### config.mk
export PLATFORM = sky130hd
export DESIGN_NAME = io_out_port_flat
export DESIGN_NICKNAME = d
export VERILOG_FILES = /design/src/rtl/io_port_pkg.sv /design/src/rtl/io_out_port_if.sv /design/src/rtl/io_out_port_mem.sv /design/src/rtl/io_out_port.sv /design/src/flat_wrapper.sv
export SDC_FILE = /design/constraint.sdc
export NUM_CORES = 1
export LEC_CHECK = 0
export ABC_AREA = 1
export CORE_MARGIN = 2
export CORE_UTILIZATION = 30
export DETAILED_ROUTE_END_ITERATION = 8
export PLACE_DENSITY = 0.6
export SLEW_MARGIN = 20
export SYNTH_ARGS = -nofsm -noshare
export SYNTH_HDL_FRONTEND = slang
export SYNTH_SLANG_ARGS = --single-unit
### constraint.sdc
create_clock -name clk -period 4.1 [get_ports clk]
set_input_delay 0.615 -clock clk [delete_from_list [all_inputs] [get_ports clk]]
set_output_delay 0.615 -clock clk [all_outputs]
set_load 0.01 [all_outputs]
### src/rtl/io_port_pkg.sv
// Shared types for the io port blocks.
// Occupancy state encoding and drop-counter width.
package io_port_pkg;

    localparam int DROP_CNT_W = 8;

    typedef enum logic [1:0] {
        EMPTY   = 2'd0,
        PARTIAL = 2'd1,
        FULL    = 2'd2
    } occ_t;

endpackage

### src/rtl/io_out_port_if.sv
// Consumer-side valid/ready handshake of the output port.
// master drives the word, slave accepts it.
interface io_out_port_if #(
    parameter int BITS = 16
);

    logic            dout_valid;
    logic [BITS-1:0] dout;
    logic            dout_ready;

    modport master (
        output dout_valid,
        output dout,
        input  dout_ready
    );

    modport slave (
        input  dout_valid,
        input  dout,
        output dout_ready
    );

endinterface

### src/rtl/io_out_port_mem.sv
// DEPTH x BITS buffer storage for io_out_port.
// One synchronous write port, one asynchronous read port, no reset.
module io_out_port_mem #(
    parameter int BITS  = 16,
    parameter int DEPTH = 4
) (
    input  logic                     clk,
    input  logic                     we,
    input  logic [$clog2(DEPTH)-1:0] waddr,
    input  logic [BITS-1:0]          wdata,
    input  logic [$clog2(DEPTH)-1:0] raddr,
    output logic [BITS-1:0]          rdata
);

    logic [BITS-1:0] mem [DEPTH];

    // Store the pushed word; contents survive reset.
    always_ff @(posedge clk) begin
        if (we) begin
            mem[waddr] <= wdata;
        end
    end

    assign rdata = mem[raddr];

endmodule

### src/rtl/io_out_port.sv
// CPU output port: buffers save/in writes and drains them over valid/ready.
// Define IO_OUT_PORT_DROP_CNT_EN to count rejected writes in drop_cnt.
module io_out_port
    import io_port_pkg::*;
#(
    parameter int BITS  = 16,
    parameter int DEPTH = 4
) (
    input  logic                  clk,
    input  logic                  rst,
    input  logic                  save,
    input  logic [BITS-1:0]       in,
    output logic                  full,
    output logic                  empty,
    output logic [$clog2(DEPTH):0] count,
    output logic [DROP_CNT_W-1:0] drop_cnt,
    io_out_port_if.master         dport
);

    localparam int AW = $clog2(DEPTH);
    localparam int CW = AW + 1;

    localparam logic [CW-1:0] CNT_ONE  = CW'(1);
    localparam logic [CW-1:0] CNT_LAST = CW'(DEPTH - 1);

    logic [AW-1:0]   wp;
    logic [AW-1:0]   rp;
    logic [BITS-1:0] rdata;
    logic            valid;
    logic            push;
    logic            pop;
    occ_t            state;
    occ_t            state_nxt;

    // Acceptance looks only at this cycle's full, so a same-cycle pop
    // never rescues a write to a full buffer.
    assign push = save & ~full;
    assign pop  = valid & dport.dout_ready;

    io_out_port_mem #(
        .BITS  (BITS),
        .DEPTH (DEPTH)
    ) u_mem (
        .clk   (clk),
        .we    (push),
        .waddr (wp),
        .wdata (in),
        .raddr (rp),
        .rdata (rdata)
    );

    // Pointers and occupancy count.
    always_ff @(posedge clk) begin
        if (!rst) begin
            wp    <= '0;
            rp    <= '0;
            count <= '0;
        end else begin
            if (push) begin
                wp <= wp + AW'(1);
            end
            if (pop) begin
                rp <= rp + AW'(1);
            end
            unique case ({push, pop})
                2'b10:   count <= count + CNT_ONE;
                2'b01:   count <= count - CNT_ONE;
                default: count <= count;
            endcase
        end
    end

    // Occupancy state register.
    always_ff @(posedge clk) begin
        if (!rst) begin
            state <= EMPTY;
        end else begin
            state <= state_nxt;
        end
    end

    // Occupancy transitions; tracks count so the flags stay registered.
    always_comb begin
        state_nxt = state;
        unique case (state)
            EMPTY: begin
                if (push) begin
                    state_nxt = PARTIAL;
                end
            end
            PARTIAL: begin
                if (push && !pop && count == CNT_LAST) begin
                    state_nxt = FULL;
                end else if (pop && !push && count == CNT_ONE) begin
                    state_nxt = EMPTY;
                end
            end
            FULL: begin
                if (pop) begin
                    state_nxt = PARTIAL;
                end
            end
            default: state_nxt = EMPTY;
        endcase
    end

    // Status flags decoded from the registered state only.
    always_comb begin
        full  = 1'b0;
        empty = 1'b0;
        valid = 1'b0;
        unique case (state)
            EMPTY:   empty = 1'b1;
            PARTIAL: valid = 1'b1;
            FULL: begin
                full  = 1'b1;
                valid = 1'b1;
            end
            default: empty = 1'b1;
        endcase
    end

    assign dport.dout_valid = valid;
    assign dport.dout       = valid ? rdata : '0;

`ifdef IO_OUT_PORT_DROP_CNT_EN
    logic drop;

    assign drop = save & full;

    // Saturating count of writes rejected because the buffer was full.
    always_ff @(posedge clk) begin
        if (!rst) begin
            drop_cnt <= '0;
        end else if (drop && drop_cnt != '1) begin
            drop_cnt <= drop_cnt + DROP_CNT_W'(1);
        end
    end
`else
    assign drop_cnt = '0;
`endif

endmodule

### src/flat_wrapper.sv
// flat-port wrapper written by rule: the top's interface ports become plain ports
module io_out_port_flat import io_port_pkg::*;
#(
    parameter int BITS  = 16,
    parameter int DEPTH = 4
)
  (clk, rst, save, in, full, empty, count, drop_cnt, dport_dout_valid, dport_dout, dport_dout_ready);
  io_out_port_if #(.BITS(BITS)) dport_i ();
  input  logic clk;
  input  logic rst;
  input  logic save;
  input  logic [BITS-1:0] in;
  output logic full;
  output logic empty;
  output logic [$clog2(DEPTH):0] count;
  output logic [DROP_CNT_W-1:0] drop_cnt;
  output wire logic [$bits(dport_i.dout_valid)-1:0] dport_dout_valid;
  output wire logic [$bits(dport_i.dout)-1:0] dport_dout;
  input wire logic [$bits(dport_i.dout_ready)-1:0] dport_dout_ready;
  assign dport_dout_valid = dport_i.dout_valid;
  assign dport_dout = dport_i.dout;
  assign dport_i.dout_ready = dport_dout_ready;
  io_out_port #(.BITS(BITS), .DEPTH(DEPTH)) u_core (.clk(clk), .rst(rst), .save(save), .in(in), .full(full), .empty(empty), .count(count), .drop_cnt(drop_cnt), .dport(dport_i));
endmodule
==> results.json <==
{
  "tritoncts": "built",
  "power_density_nw_per_um2": 441,
  "setup_viol": 0,
  "final_cells": 478,
  "ctsHoldBuffers": 0,
  "grt.met2_usage": 0.191,
  "final_cell_mix": "nor2_1, edfxtp_1, clkdlybuf4s50_1, o21ai_1, a21oi_1",
  "worstMarginPinSlew_ns": 0.768,
  "r2r_cells": 6,
  "grt_pass1_vias": 2016,
  "status": "finished, final reports clean",
  "ant_nets": 0,
  "layout_commonest_cell": "nor2_1",
  "worstHoldPathType": "reg2reg",
  "cts_inserted_buffers": 9,
  "r2r-start": "u_core.state[0]",
  "use_met1": 0.137,
  "dieArea_sq_um": 11700,
  "slew_headroom": 0.487,
  "post_cts_buffers": 0,
  "period_minus_slack_ns": 3.27,
  "final_layout_size_suffix_gt1_frac": 0.0651,
  "hp-start": "u_core.rp[0]",
  "max_cap_viol_count": 0,
  "ctsResizeCount": 0,
  "cp.arrival_ns": 2.66,
  "pwr-share-comb": 0.173,
  "syn_to_final_growth_pct": 21.0,
  "gr-usage-all-layers": 0.114,
  "start_kind": "flip-flop",
  "vias_per_cell": 4.36,
  "crit_start": "u_core.state[0]",
  "crit_buf_inv": 3,
  "hold_depth": 1,
  "ff_latch_area_sq_um": 2140,
  "num_antenna_cells": 0,
  "hold_viol_final": 0,
  "worstReg2RegEnd": "u_core.u_mem.mem[1][9]",
  "leakagePower_uw": 0.00144,
  "wl_microns": 6140,
  "synth_area_per_cell_sq_um": 11.3,
  "finalPower_uw": 1740,
  "crit_path_cell_trace": "inv_1 -> ha_1 -> clkinv_1 -> a21oi_1 -> clkdlybuf4s50_1",
  "crit_type": "reg2out",
  "p_int_uw": 1280,
  "p_sw_frac": 0.262,
  "slowest_stage": "clkdlybuf4s50_1",
  "grt_max_degree": 33,
  "clock_power_share": 0.313,
  "multi_input_area_sq_um": 888,
  "min_period_over_period": 0.798,
  "synth_largest_area_cell": "edfxtp_1",
  "slew_violations": 0,
  "coreArea_sq_um": 10700,
  "dieWidth_microns": 108,
  "slowest_delay_ns": 0.60,
  "grtUsageMet3": 0.0259,
  "clk_pin_slew_ns": 0.07,
  "ff2ff_setup_slack_ns": 1.99,
  "drc": 0,
  "rows": 38,
  "crit_required_ns": 3.48,
  "seqPwrFrac": 0.513,
  "rsz0062_at_grt": "no",
  "switching_power_uw": 455,
  "synth_warnings": 0,
  "antenna_found_initial": 0,
  "wl_per_cell_microns": 12.8,
  "cp_top_family": "buffers and inverters",
  "skew_ns": 0.00919,
  "initial_utilization": 0.304,
  "peakVddDrop_mv": 0.151,
  "grt_pass1_wl_microns": 9970,
  "crit_fanout": 17,
  "fp.dieH_microns": 108,
  "netlist_instances": 288,
  "vias": 2085,
  "port_buffers": 41,
  "synth_area_sq_um": 3260,
  "synth-seq-area-share": 0.658,
  "ios": 50,
  "worst_setup_path_end_kind": "primary output",
  "fmax_ghz": 0.306,
  "placed_cells_incl_taps": 462,
  "fillCellCount": 1066,
  "nets": 367,
  "grt.overflow.total": 0,
  "synth_top_area_frac": 0.590,
  "synthTopCellsByArea": "edfxtp_1, nor2_1, dfxtp_1",
  "hpwl_microns": 4040,
  "first_iter_violations": 99,
  "root_buffer": "clkbuf_8",
  "synth.distinct_cells": 18,
  "cts.sinks": 75,
  "finish.utilization": 0.368,
  "ys_ff_latch": 75,
  "firstDrtPassIters": 4,
  "h-tree-depth": 3,
  "insertion_delay_ns": 0.34,
  "finalWeightedCongestion": 0.719,
  "top_usage_layer": "met2",
  "fin_tns_setup_ns": 0,
  "cts_buffer_depth": 2
}
[cell families after synthesis]
group           synth area share
compound gates            0.0999
xor+xnor                 0.00807
other cells              0.00115
buf+inv                   0.0776
flops                      0.658
fa+ha+maj                 0.0538
simple gates               0.102
[power groups by stage]
stage | clock [uW] | combinational (uW) | sequential (uW)
after floorplan | 0 | 186 | 902
after global placement | 0 | 302 | 908
after detailed placement | 0 | 305 | 910
after CTS | 561 | 306 | 892
after global routing | 596 | 339 | 897
final | 544 | 301 | 892
[worst max-delay path by stage]
| stage | end | slack (ns) | depth (start not counted) |
|---|---|---|---|
| after floorplan | u_core.u_mem.mem[0][0] | 2.07 | 6 |
| after global placement | dport_dout[0] | 1.16 | 5 |
| after detailed placement | dport_dout[0] | 1.18 | 5 |
| after CTS | dport_dout[0] | 0.80 | 5 |
| after global routing | dport_dout[11] | 0.67 | 5 |
| final | dport_dout[0] | 0.83 | 5 |
[stage by stage]
stage	hold WS (ns)	area [sq um]	setup slack (ns)
4_1_cts	0.485	3940	0.797
5_1_grt	0.531	3940	0.666
3_5_place_dp	0.465	3750	1.18
3_3_place_gp	0.459	3750	1.16
6_report	0.482	3940	0.827
2_1_floorplan	0.444	3280	2.07
[sequential cells by signal, summed over array words and instances, names as in the netlist, named ones only]
signal,cells
u_core.u_mem.mem,64
u_core.count,3
u_core.state,2
u_core.wp,2
u_core.rp,2
[cells in the mapped netlist]
master,n
edfxtp_1,64
o21ai_0,8
nand3_1,4
a21oi_1,27
buf_6,5
buf_4,13
ha_1,14
inv_4,1
conb_1,1
dfxtp_1,11
inv_2,1
nor2_1,72
nand2_1,11
inv_1,20
buf_2,2
xor2_1,3
o21ai_1,30
clkinv_1,1
[cell type report]
class / count / area share
clock inverter: 6 / 0.0162
timing repair buffer: 47 / 0.116
clock buffer: 10 / 0.0324
inverter: 23 / 0.0225
tap: 140 / 0.0444
multi-input combinational: 177 / 0.225
sequential: 75 / 0.543
[worst reg2reg max path: stages (launching register included)]
cell,delay (ns)
dfxtp_1,0.39
inv_1,0.08
ha_1,0.22
inv_1,0.07
nand2_1,0.21
nor2_1,0.51
buf_4,0.33
[metal layers]
metal,up-vias,share of wire
li1,1051,-
met5,-,0
met2,47,0.50
met4,0,0.029
met1,973,0.43
met3,14,0.041
Note: power is estimated with default switching activity, not from simulation.
